### config.mk
export PLATFORM = sky130hd
export DESIGN_NAME = alu_arbiter_ctrl_flat
export DESIGN_NICKNAME = d
export VERILOG_FILES = /design/src/rtl/alu_arbiter_ctrl_if.sv /design/src/rtl/alu_arbiter_ctrl.sv /design/src/flat_wrapper.sv
export SDC_FILE = /design/constraint.sdc
export NUM_CORES = 1
export LEC_CHECK = 0
export CAP_MARGIN = 20
export CORE_MARGIN = 3
export CORE_UTILIZATION = 34
export CTS_CLUSTER_SIZE = 30
export DETAILED_ROUTE_END_ITERATION = 16
export PLACE_DENSITY = 0.76
export SYNTH_ARGS = -nofsm -noshare
export SYNTH_HDL_FRONTEND = slang
export SYNTH_SLANG_ARGS = --single-unit
### constraint.sdc
create_clock -name CLK -period 2.1 [get_ports CLK]
set_clock_uncertainty 0.15 [all_clocks]
set_input_delay 0.63 -clock CLK [delete_from_list [all_inputs] [get_ports CLK]]
set_output_delay 0.63 -clock CLK [all_outputs]
set_load 0.02 [all_outputs]
### src/rtl/alu_arbiter_ctrl_if.sv
// Request, ALU and response signals of the two-requester ALU arbiter.
// slave  : the arbiter/controller side.
// master : the environment side (requesters, ALU and response consumer).
interface alu_arbiter_ctrl_if #(
    parameter int N = 32
);
    logic         A_VALID;
    logic         A_READY;
    logic [3:0]   A_OP;
    logic [N-1:0] A_OP1;
    logic [N-1:0] A_OP2;

    logic         B_VALID;
    logic         B_READY;
    logic [3:0]   B_OP;
    logic [N-1:0] B_OP1;
    logic [N-1:0] B_OP2;

    logic [3:0]   ALU_SELECTOR;
    logic [N-1:0] ALU_IN1;
    logic [N-1:0] ALU_IN2;
    logic [N-1:0] ALU_OUT;

    logic         RES_VALID;
    logic         RES_READY;
    logic         RES_ID;
    logic [N-1:0] RES_DATA;
    logic         RES_ERR;
    logic         RES_N;
    logic         RES_Z;
    logic         BUSY;

    modport slave (
        input  A_VALID, A_OP, A_OP1, A_OP2,
        output A_READY,
        input  B_VALID, B_OP, B_OP1, B_OP2,
        output B_READY,
        output ALU_SELECTOR, ALU_IN1, ALU_IN2,
        input  ALU_OUT,
        output RES_VALID, RES_ID, RES_DATA, RES_ERR, RES_N, RES_Z, BUSY,
        input  RES_READY
    );

    modport master (
        output A_VALID, A_OP, A_OP1, A_OP2,
        input  A_READY,
        output B_VALID, B_OP, B_OP1, B_OP2,
        input  B_READY,
        input  ALU_SELECTOR, ALU_IN1, ALU_IN2,
        output ALU_OUT,
        input  RES_VALID, RES_ID, RES_DATA, RES_ERR, RES_N, RES_Z, BUSY,
        output RES_READY
    );
endinterface

### src/rtl/alu_arbiter_ctrl.sv
// Round-robin arbiter sharing one combinational ALU between requesters A and B.
// A granted operation is registered onto the ALU inputs, held for the
// op-dependent latency (1 cycle, DIV_CYCLES for DIV), and the result is
// returned on one response channel tagged with the requester ID.
// Optional macro ALU_ARB_FLAGS_EN adds negative/zero flags to the response;
// without it RES_N/RES_Z are tied low.
module alu_arbiter_ctrl #(
    parameter int N          = 32,
    parameter int DIV_CYCLES = 4
) (
    input  logic               CLK,
    input  logic               RESET,
    alu_arbiter_ctrl_if.slave  bus
);
    localparam logic [3:0] OP_DIV      = 4'b1010;
    localparam logic [3:0] OP_LAST     = 4'b1010;
    localparam logic [3:0] DIV_LOAD    = 4'(DIV_CYCLES - 1);

    typedef enum logic [1:0] {IDLE, EXEC, RESP} state_t;

    state_t       state_reg;
    logic         rr_last_reg;
    logic [3:0]   cnt_reg;
    logic [3:0]   sel_reg;
    logic [N-1:0] in1_reg;
    logic [N-1:0] in2_reg;
    logic         res_valid_reg;
    logic         res_id_reg;
    logic [N-1:0] res_data_reg;
    logic         res_err_reg;
    logic         res_n_reg;
    logic         res_z_reg;

    logic         grant_a;
    logic         grant_b;
    logic         a_ready;
    logic         b_ready;
    logic         handshake;
    logic         grant_id;
    logic [3:0]   req_op;
    logic [N-1:0] req_op1;
    logic [N-1:0] req_op2;
    logic         req_illegal;
    logic         capture;
    logic         err_load;

    // Grant selection: a lone requester wins, a tie goes to the one not served last.
    always_comb begin
        grant_a     = bus.A_VALID && (!bus.B_VALID || rr_last_reg);
        grant_b     = bus.B_VALID && (!bus.A_VALID || !rr_last_reg);
        a_ready     = (state_reg == IDLE) && !RESET && grant_a;
        b_ready     = (state_reg == IDLE) && !RESET && grant_b;
        handshake   = a_ready || b_ready;
        grant_id    = b_ready;
        req_op      = b_ready ? bus.B_OP  : bus.A_OP;
        req_op1     = b_ready ? bus.B_OP1 : bus.A_OP1;
        req_op2     = b_ready ? bus.B_OP2 : bus.A_OP2;
        req_illegal = (req_op > OP_LAST);
        capture     = (state_reg == EXEC) && (cnt_reg == 4'd0);
        err_load    = handshake && req_illegal;
    end

    // Main FSM: accept, execute for the op latency, then hold the response until taken.
    always_ff @(posedge CLK) begin
        if (RESET) begin
            state_reg     <= IDLE;
            rr_last_reg   <= 1'b1;
            cnt_reg       <= 4'd0;
            sel_reg       <= 4'd0;
            in1_reg       <= '0;
            in2_reg       <= '0;
            res_valid_reg <= 1'b0;
            res_id_reg    <= 1'b0;
            res_data_reg  <= '0;
            res_err_reg   <= 1'b0;
        end else begin
            case (state_reg)
                IDLE: begin
                    if (handshake) begin
                        sel_reg     <= req_op;
                        in1_reg     <= req_op1;
                        in2_reg     <= req_op2;
                        rr_last_reg <= grant_id;
                        res_id_reg  <= grant_id;
                        if (req_illegal) begin
                            // Illegal opcode: answer immediately without using the ALU.
                            res_err_reg   <= 1'b1;
                            res_data_reg  <= '0;
                            res_valid_reg <= 1'b1;
                            state_reg     <= RESP;
                        end else begin
                            cnt_reg   <= (req_op == OP_DIV) ? DIV_LOAD : 4'd0;
                            state_reg <= EXEC;
                        end
                    end
                end
                EXEC: begin
                    if (capture) begin
                        res_data_reg  <= bus.ALU_OUT;
                        res_err_reg   <= 1'b0;
                        res_valid_reg <= 1'b1;
                        state_reg     <= RESP;
                    end else begin
                        cnt_reg <= cnt_reg - 4'd1;
                    end
                end
                RESP: begin
                    if (bus.RES_READY) begin
                        res_valid_reg <= 1'b0;
                        state_reg     <= IDLE;
                    end
                end
                default: state_reg <= IDLE;
            endcase
        end
    end

`ifdef ALU_ARB_FLAGS_EN
    // Result flags captured alongside RES_DATA; cleared on an error response.
    always_ff @(posedge CLK) begin
        if (RESET) begin
            res_n_reg <= 1'b0;
            res_z_reg <= 1'b0;
        end else if (err_load) begin
            res_n_reg <= 1'b0;
            res_z_reg <= 1'b0;
        end else if (capture) begin
            res_n_reg <= bus.ALU_OUT[N-1];
            res_z_reg <= (bus.ALU_OUT == '0);
        end
    end
`else
    assign res_n_reg = 1'b0;
    assign res_z_reg = 1'b0;
`endif

    assign bus.A_READY      = a_ready;
    assign bus.B_READY      = b_ready;
    assign bus.ALU_SELECTOR = sel_reg;
    assign bus.ALU_IN1      = in1_reg;
    assign bus.ALU_IN2      = in2_reg;
    assign bus.RES_VALID    = res_valid_reg;
    assign bus.RES_ID       = res_id_reg;
    assign bus.RES_DATA     = res_data_reg;
    assign bus.RES_ERR      = res_err_reg;
    assign bus.RES_N        = res_n_reg;
    assign bus.RES_Z        = res_z_reg;
    assign bus.BUSY         = (state_reg != IDLE);
endmodule
### src/flat_wrapper.sv
// flat-port wrapper written by rule: the top's interface ports become plain ports
module alu_arbiter_ctrl_flat 
#(
    parameter int N          = 32,
    parameter int DIV_CYCLES = 4
)
  (CLK, RESET, bus_A_VALID, bus_A_OP, bus_A_OP1, bus_A_OP2, bus_A_READY, bus_B_VALID, bus_B_OP, bus_B_OP1, bus_B_OP2, bus_B_READY, bus_ALU_SELECTOR, bus_ALU_IN1, bus_ALU_IN2, bus_ALU_OUT, bus_RES_VALID, bus_RES_ID, bus_RES_DATA, bus_RES_ERR, bus_RES_N, bus_RES_Z, bus_BUSY, bus_RES_READY);
  alu_arbiter_ctrl_if #(.N(N)) bus_i ();
  input  logic CLK;
  input  logic RESET;
  input wire logic [$bits(bus_i.A_VALID)-1:0] bus_A_VALID;
  input wire logic [$bits(bus_i.A_OP)-1:0] bus_A_OP;
  input wire logic [$bits(bus_i.A_OP1)-1:0] bus_A_OP1;
  input wire logic [$bits(bus_i.A_OP2)-1:0] bus_A_OP2;
  output wire logic [$bits(bus_i.A_READY)-1:0] bus_A_READY;
  input wire logic [$bits(bus_i.B_VALID)-1:0] bus_B_VALID;
  input wire logic [$bits(bus_i.B_OP)-1:0] bus_B_OP;
  input wire logic [$bits(bus_i.B_OP1)-1:0] bus_B_OP1;
  input wire logic [$bits(bus_i.B_OP2)-1:0] bus_B_OP2;
  output wire logic [$bits(bus_i.B_READY)-1:0] bus_B_READY;
  output wire logic [$bits(bus_i.ALU_SELECTOR)-1:0] bus_ALU_SELECTOR;
  output wire logic [$bits(bus_i.ALU_IN1)-1:0] bus_ALU_IN1;
  output wire logic [$bits(bus_i.ALU_IN2)-1:0] bus_ALU_IN2;
  input wire logic [$bits(bus_i.ALU_OUT)-1:0] bus_ALU_OUT;
  output wire logic [$bits(bus_i.RES_VALID)-1:0] bus_RES_VALID;
  output wire logic [$bits(bus_i.RES_ID)-1:0] bus_RES_ID;
  output wire logic [$bits(bus_i.RES_DATA)-1:0] bus_RES_DATA;
  output wire logic [$bits(bus_i.RES_ERR)-1:0] bus_RES_ERR;
  output wire logic [$bits(bus_i.RES_N)-1:0] bus_RES_N;
  output wire logic [$bits(bus_i.RES_Z)-1:0] bus_RES_Z;
  output wire logic [$bits(bus_i.BUSY)-1:0] bus_BUSY;
  input wire logic [$bits(bus_i.RES_READY)-1:0] bus_RES_READY;
  assign bus_i.A_VALID = bus_A_VALID;
  assign bus_i.A_OP = bus_A_OP;
  assign bus_i.A_OP1 = bus_A_OP1;
  assign bus_i.A_OP2 = bus_A_OP2;
  assign bus_A_READY = bus_i.A_READY;
  assign bus_i.B_VALID = bus_B_VALID;
  assign bus_i.B_OP = bus_B_OP;
  assign bus_i.B_OP1 = bus_B_OP1;
  assign bus_i.B_OP2 = bus_B_OP2;
  assign bus_B_READY = bus_i.B_READY;
  assign bus_ALU_SELECTOR = bus_i.ALU_SELECTOR;
  assign bus_ALU_IN1 = bus_i.ALU_IN1;
  assign bus_ALU_IN2 = bus_i.ALU_IN2;
  assign bus_i.ALU_OUT = bus_ALU_OUT;
  assign bus_RES_VALID = bus_i.RES_VALID;
  assign bus_RES_ID = bus_i.RES_ID;
  assign bus_RES_DATA = bus_i.RES_DATA;
  assign bus_RES_ERR = bus_i.RES_ERR;
  assign bus_RES_N = bus_i.RES_N;
  assign bus_RES_Z = bus_i.RES_Z;
  assign bus_BUSY = bus_i.BUSY;
  assign bus_i.RES_READY = bus_RES_READY;
  alu_arbiter_ctrl #(.N(N), .DIV_CYCLES(DIV_CYCLES)) u_core (.CLK(CLK), .RESET(RESET), .bus(bus_i));
endmodule
==> impl_metrics.py, run 1 <==
metrics = {
    "drt": {
        "ant_nets": 0,
        "drc": 0,
        "drt_wl_total_um": 19070,
        "drtIter0Drc": 336,
        "viasPerCell": 5.229,
        "routedWlPerCell_um": 17.72,
        "drtPass1Iterations": 4,
        "vias": 5626,
    },
    "power_and_ir_drop": {
        "p_int_mw": 4.146,
        "p_comb_share_pct": 31.9,
        "power.leakage_nw": 3.937,
        "max-vdd-ir-drop_v": 0.0004665,
        "p_switching_mw": 1.885,
        "p_seq_share_pct": 39.8,
        "powerDensity_nw_per_um2": 684.9,
        "clkPwrFrac_pct": 28.3,
        "p_sw_share_pct": 31.26,
    },
    "global_routing": {
        "grt_pass1_vias": 5132,
        "grt_antenna_before_repair": 0,
        "gr-usage-all-layers_pct": 21.45,
        "grt_start_max_net_pins": 83,
        "grt_overflow_total": 0,
        "grt_pass1_wl_um": 27180,
    },
    "sta": {
        "worst_slew_pin_slew_ns": 0.9371,
        "fmax_mhz": 450.3,
        "slew_headroom_pct": 37.52,
        "rsz0062_at_grt": "true",
        "min_period_ns": 2.221,
        "setup_viol": 40,
        "setup_ws_ns": -0.1205,
        "finalSetupTns_ns": -2.307,
        "min_period_over_period_pct": 105.7,
        "hold_viol": 0,
        "final_max_slew_viol_count": 0,
    },
    "synthesis": {
        "synth_most_common_cell": "nand2_1",
        "ys_top_cells_by_count": "138 x nand2_1, 110 x dfxtp_1, 79 x nor2_1, 68 x a311oi_1, 40 x a21oi_1",
        "seq_area_frac_synth_pct": 45.67,
        "synth_cell_type_count": 42,
        "syn_avg_cell_area_um2": 7.970,
        "yosysTopAreaCell": "dfxtp_1",
        "ys_ff_latch": 110,
        "syn_area_um2": 4822,
        "synth_cells": 605,
        "synthFlopType": "dfxtp_1",
        "synth.area.top_cells": "dfxtp_1 46%, a311oi_1 12%, nand2_1 11%",
        "synth_top_area_share_pct": 45.67,
        "synth_warnings": 0,
        "synth-edff-count": 0,
        "async_reset_ff_share_pct": 0,
    },
    "final_layout": {
        "fin_nets": 1069,
        "drive_gt1_share_pct": 15.00,
        "diodes": 0,
        "area_growth_pct": 82.62,
        "fillers": 1154,
    },
    "clocking": {
        "cts.path.max_buffers": 2,
        "cts_root_buf": "clkbuf_16",
        "numCtsBuffers": 9,
        "path_clk_slew_ns": 0.07,
        "cts_num_sinks": 110,
        "insertion_delay_ns": 0.35,
        "cts_tree": "yes",
        "h-tree-depth": 3,
    },
    "die": {
        "core_area_um2": 13560,
        "dieArea_um2": 15650,
        "rows": 42,
        "die_h_um": 125.1,
        "io_pins": 281,
        "initial_core_util_pct": 35.57,
        "die_w_um": 125.1,
    },
    "setup_path": {
        "critPathLaunchType": "flop",
        "cp.buffers_inverters": 1,
        "max_stage_delay_ns": 0.40,
        "critPathTopFamily": "simple AND/OR/NAND/NOR gates",
        "cp_slowest_cell": "or3_4",
        "cp.required_ns": 1.32,
        "cp.arrival_ns": 1.44,
        "critPathKind": "reg2out",
        "crit_chain": "or3_4 -> nor3b_4 -> buf_6",
        "crit_fanout": 2,
        "worst_setup_path_end_kind": "output port",
    },
    "place": {
        "portBuffers": 278,
        "gp_congestion": 0.8588,
        "dp_slack_ns": -0.8001,
        "dp_hpwl_um": 12750,
    },
    "outcome": {
        "status": "complete, but fails checks",
        "violations": "negative setup slack",
    },
    "run": {
        "max_cap_violations": 0,
    },
    "worst_hold_path": {
        "worstHoldPathType": "reg2reg",
    },
}
==> final timing paths <==
check	start	to	slack, ns	depth (start not counted)
worst max register to register	u_core.state_reg[1]	u_core.bus.RES_DATA[3]	-0.10	8
worst min register to register	u_core.bus.RES_DATA[1]	u_core.bus.RES_DATA[1]	0.33	2
worst max-delay path	u_core.state_reg[1]	bus_A_READY	-0.12	3
worst min-delay path	u_core.bus.RES_DATA[1]	u_core.bus.RES_DATA[1]	0.33	2
==> per-layer routing <==
layer	up-vias	share of wire (%)	track usage, %
met5	-	0	0
met4	0	2.1	5.804
met3	26	8.6	7.974
met2	250	50	36.44
met1	2603	40	25.60
li1	2747	-	-
==> worst register-to-register path, cell delays in order, from the launching register on <==
cell       delay [ns]
dfxtp_2          0.32
or3_4            0.40
buf_4            0.15
buf_6            0.12
nor4b_4          0.35
o21ai_4          0.19
clkbuf_16        0.22
nand3_1          0.08
a21oi_1          0.07
==> cell type report <==
cell class,count,area (µm²),share of cell area [%]
clock inverter,4,30.03,0.3410
sequential,110,2206,25.05
multi-input combinational,432,2601,29.54
clock buffer,12,266.5,3.026
tap,176,220.2,2.501
timing repair buffer,336,3460,39.29
inverter,6,22.52,0.2558
==> kinds of logic (layout without fill, tap and decap cells) <==
kind of cell	after synthesis	after routing	synth area share, %
buf+inv	64	358	5.968
compound gates	160	160	24.65
fa+ha+maj	1	1	0.2594
simple gates	269	269	23.38
flops	110	110	45.67
other cells	1	2	0.07777
==> cells in the final DEF (no fill, tap or decap), types with 2 or more instances in the layout <==
cell,count
a21oi_1,27
a21oi_2,13
a22oi_1,32
a311oi_1,67
buf_12,13
buf_4,35
buf_6,7
clkbuf_16,15
clkbuf_2,2
clkbuf_8,3
clkdlybuf4s50_1,162
clkinv_4,2
conb_1,2
dfxtp_1,107
dfxtp_2,3
dlygate4sd2_1,84
dlymetal6s2s_1,26
inv_1,2
inv_2,3
nand2_1,137
nand2b_1,2
nand3_1,19
nand3_2,14
nor2_1,76
nor2_4,3
nor3_1,4
nor4bb_2,2
o21a_1,2
o21ai_0,6
==> metrics by stage <==
stage	util [%]	total power [mW]	cell area, µm²	cells	hold WS, ns
2_1_floorplan	-	3.293	4843	606	0.3252
3_3_place_gp	59.21	4.284	8028	1044	0.3135
3_5_place_dp	59.21	4.303	8028	1044	0.3228
4_1_cts	61.15	5.915	8290	1062	0.3314
5_1_grt	64.95	6.297	8806	1076	0.3490
6_report	64.95	6.031	8806	1076	0.3276
==> power groups by stage <==
stage	clock (mW)	sequential (mW)	combinational (mW)
after detailed placement	0	2.45	1.86
after global placement	0	2.44	1.85
after global routing	1.81	2.43	2.06
final	1.71	2.40	1.93
after CTS	1.74	2.40	1.78
after floorplan	0	2.67	0.623
==> what timing repair did <==
item | CTS | global route
endpoints found under the setup margin | 194 | 68
pin swaps | 5 | 19
cloned | 1 | 6
resized for setup | 113 | 84
hold buffers | 0 | 0
setup buffers | 1 | 8
Note: power is estimated with default switching activity, not from simulation.
==> run 2, diff against run 1 <==
CELL_PAD_IN_SITES_DETAIL_PLACEMENT = 1   (was default)
CELL_PAD_IN_SITES_GLOBAL_PLACEMENT = 2   (was default)
CORE_UTILIZATION = 18   (was 34)
PLACE_DENSITY = default   (was 0.76)
PLACE_DENSITY_LB_ADDON = 0.1   (was default)
clock period = 1.8 ns   (was 2.1 ns; I/O delays follow)
==> run 2 against run 1 <==
Effect of this change: critical path type is now in2out; sequential share of layout area down 1.3 points; clock-buffer cell count down 3; hold slack worse by 0.0010 ns; highest routed layer is now met5; via count up 3.1%; the flow still finishes with violations (negative setup slack).
==> impl_metrics.py, run 2 (synthesis results as in run 1) <==
metrics = {
    "global_routing": {
        "gr-usage-all-layers_pct": 15.82,
        "grt_pass1_vias": 6253,
        "grt_pass1_wl_um": 35740,
        "grt_start_max_net_pins": 71,
        "grt_overflow_total": 0,
        "grt_antenna_before_repair": 2,
    },
    "final_layout": {
        "fin_nets": 1085,
        "final_util_pct": 35.37,
        "final_common_cell": "clkdlybuf4s50_1",
        "area_growth_pct": 92.22,
        "drive_gt1_share_pct": 16.92,
        "design_area_um2": 9269,
        "fillers": 2989,
        "layout_common_cells": "169 x clkdlybuf4s50_1, 137 x nand2_1, 107 x dfxtp_1, 75 x nor2_1, 65 x a311oi_1",
    },
    "drt": {
        "drtIter0Drc": 152,
        "viasPerCell": 4.633,
        "drc": 0,
        "drt_wl_total_um": 23860,
        "ant_nets": 0,
        "routedWlPerCell_um": 19.06,
        "vias": 5800,
        "drtPass1Iterations": 4,
    },
    "sta": {
        "slew_headroom_pct": 59.07,
        "hold_ws_ns": 0.3266,
        "finalSetupTns_ns": -23.32,
        "min_period_ns": 2.102,
        "min_period_over_period_pct": 116.8,
        "rsz0062_at_grt": "true",
        "setup_viol": 110,
        "worst_slew_pin_slew_ns": 0.6139,
        "hold_viol": 0,
        "fmax_mhz": 475.8,
        "setup_ws_ns": -0.3015,
        "final_max_slew_viol_count": 0,
    },
    "clocking": {
        "cts_tree": "yes",
        "cts_num_sinks": 110,
        "h-tree-depth": 3,
        "insertion_delay_ns": 0.35,
        "holdBufCountCts": 0,
        "path_clk_slew_ns": 0.07,
        "cts_root_buf": "clkbuf_16",
        "numCtsBuffers": 9,
        "cts.path.max_buffers": 2,
    },
    "place": {
        "dp_hpwl_um": 15550,
        "gp_congestion": 0.7455,
        "dpl_cell_area_um2": 8312,
        "dp_slack_ns": -1.054,
        "portBuffers": 278,
    },
    "setup_path": {
        "rr_startpoint": "u_core.state_reg[0]",
        "cp.arrival_ns": 1.41,
        "crit_fanout": 2,
        "cp.buffers_inverters": 2,
        "critPathLaunchType": "input port",
        "worst_setup_path_end_kind": "output port",
        "cp-startpoint": "RESET",
        "critPathTopFamily": "simple AND/OR/NAND/NOR gates",
        "cp_slowest_cell": "or3_4",
        "cp.required_ns": 1.11,
        "critPathKind": "in2out",
        "max_stage_delay_ns": 0.40,
        "crit_chain": "buf_4 -> or3_4 -> nor3b_4 -> buf_6",
    },
    "power_and_ir_drop": {
        "power.leakage_nw": 3.691,
        "max-vdd-ir-drop_v": 0.0004323,
        "powerDensity_nw_per_um2": 787.5,
    },
    "die": {
        "die_w_um": 169.7,
        "core_area_um2": 26210,
        "initial_core_util_pct": 18.40,
        "dieArea_um2": 28790,
        "rows": 59,
        "io_pins": 281,
        "die_h_um": 169.7,
    },
    "outcome": {
        "violations": "negative setup slack",
        "status": "complete, but fails checks",
    },
    "run": {
        "max_cap_violations": 0,
    },
    "worst_hold_path": {
        "worstHoldPathType": "reg2reg",
        "hold_start": "u_core.bus.RES_ERR",
    },
}
[run 2: worst paths after layout]
path	endpoint	slack, ns	cells after the start
worst max-delay path	bus_A_READY	-0.30	4
worst min-delay path	u_core.bus.RES_ERR	0.33	2
worst max register to register	u_core.bus.RES_DATA[5]	-0.27	7
worst min register to register	u_core.bus.RES_ERR	0.33	2
[run 2: routing by layer]
layer  vias up  GRT usage, %  part of all wire, %
li1       2781             -                    -
met3        21         6.080                  7.8
met2       168         28.38                   51
met4         2         3.058                  1.2
met5         -             0                0.046
met1      2828         17.95                   40
[run 2: power breakdown]
| part | internal [mW] | total (mW) | switching [mW] |
|---|---|---|---|
| clock | 0.946 | 1.96 | 1.01 |
| sequential | 2.67 | 2.80 | 0.134 |
| combinational | 1.30 | 2.54 | 1.24 |
| total | 4.91 | 7.30 | 2.39 |
[run 2: what timing repair did]
action / CTS / global route
endpoints found under the setup margin: 214 / 156
pin swaps: 15 / 33
cloned: 14 / 4
resized for setup: 168 / 78
buffers inserted: 9 / 3
[run 2: area by class of cell]
class | instances | area [µm²] | area share [%]
sequential | 110 | 2206 | 23.80
timing repair buffer | 352 | 3784 | 40.82
multi-input combinational | 432 | 2562 | 27.65
inverter | 6 | 22.52 | 0.2430
clock buffer | 9 | 225.2 | 2.430
clock inverter | 7 | 47.55 | 0.5130
antenna | 1 | 2.502 | 0.02700
tap | 335 | 419.2 | 4.522
[run 2: metrics by stage]
step	std cells	power (mW)
5_1_grt	1252	7.747
6_report	1252	7.299
3_3_place_gp	1205	5.065
3_5_place_dp	1205	5.113
2_1_floorplan	606	3.901
4_1_cts	1244	7.361
[run 2: worst min-delay path, cell delays in order (launching register included)]
cell and delay [ns]:
dfxtp_1 0.31, o21ai_0 0.06, a21oi_1 0.06
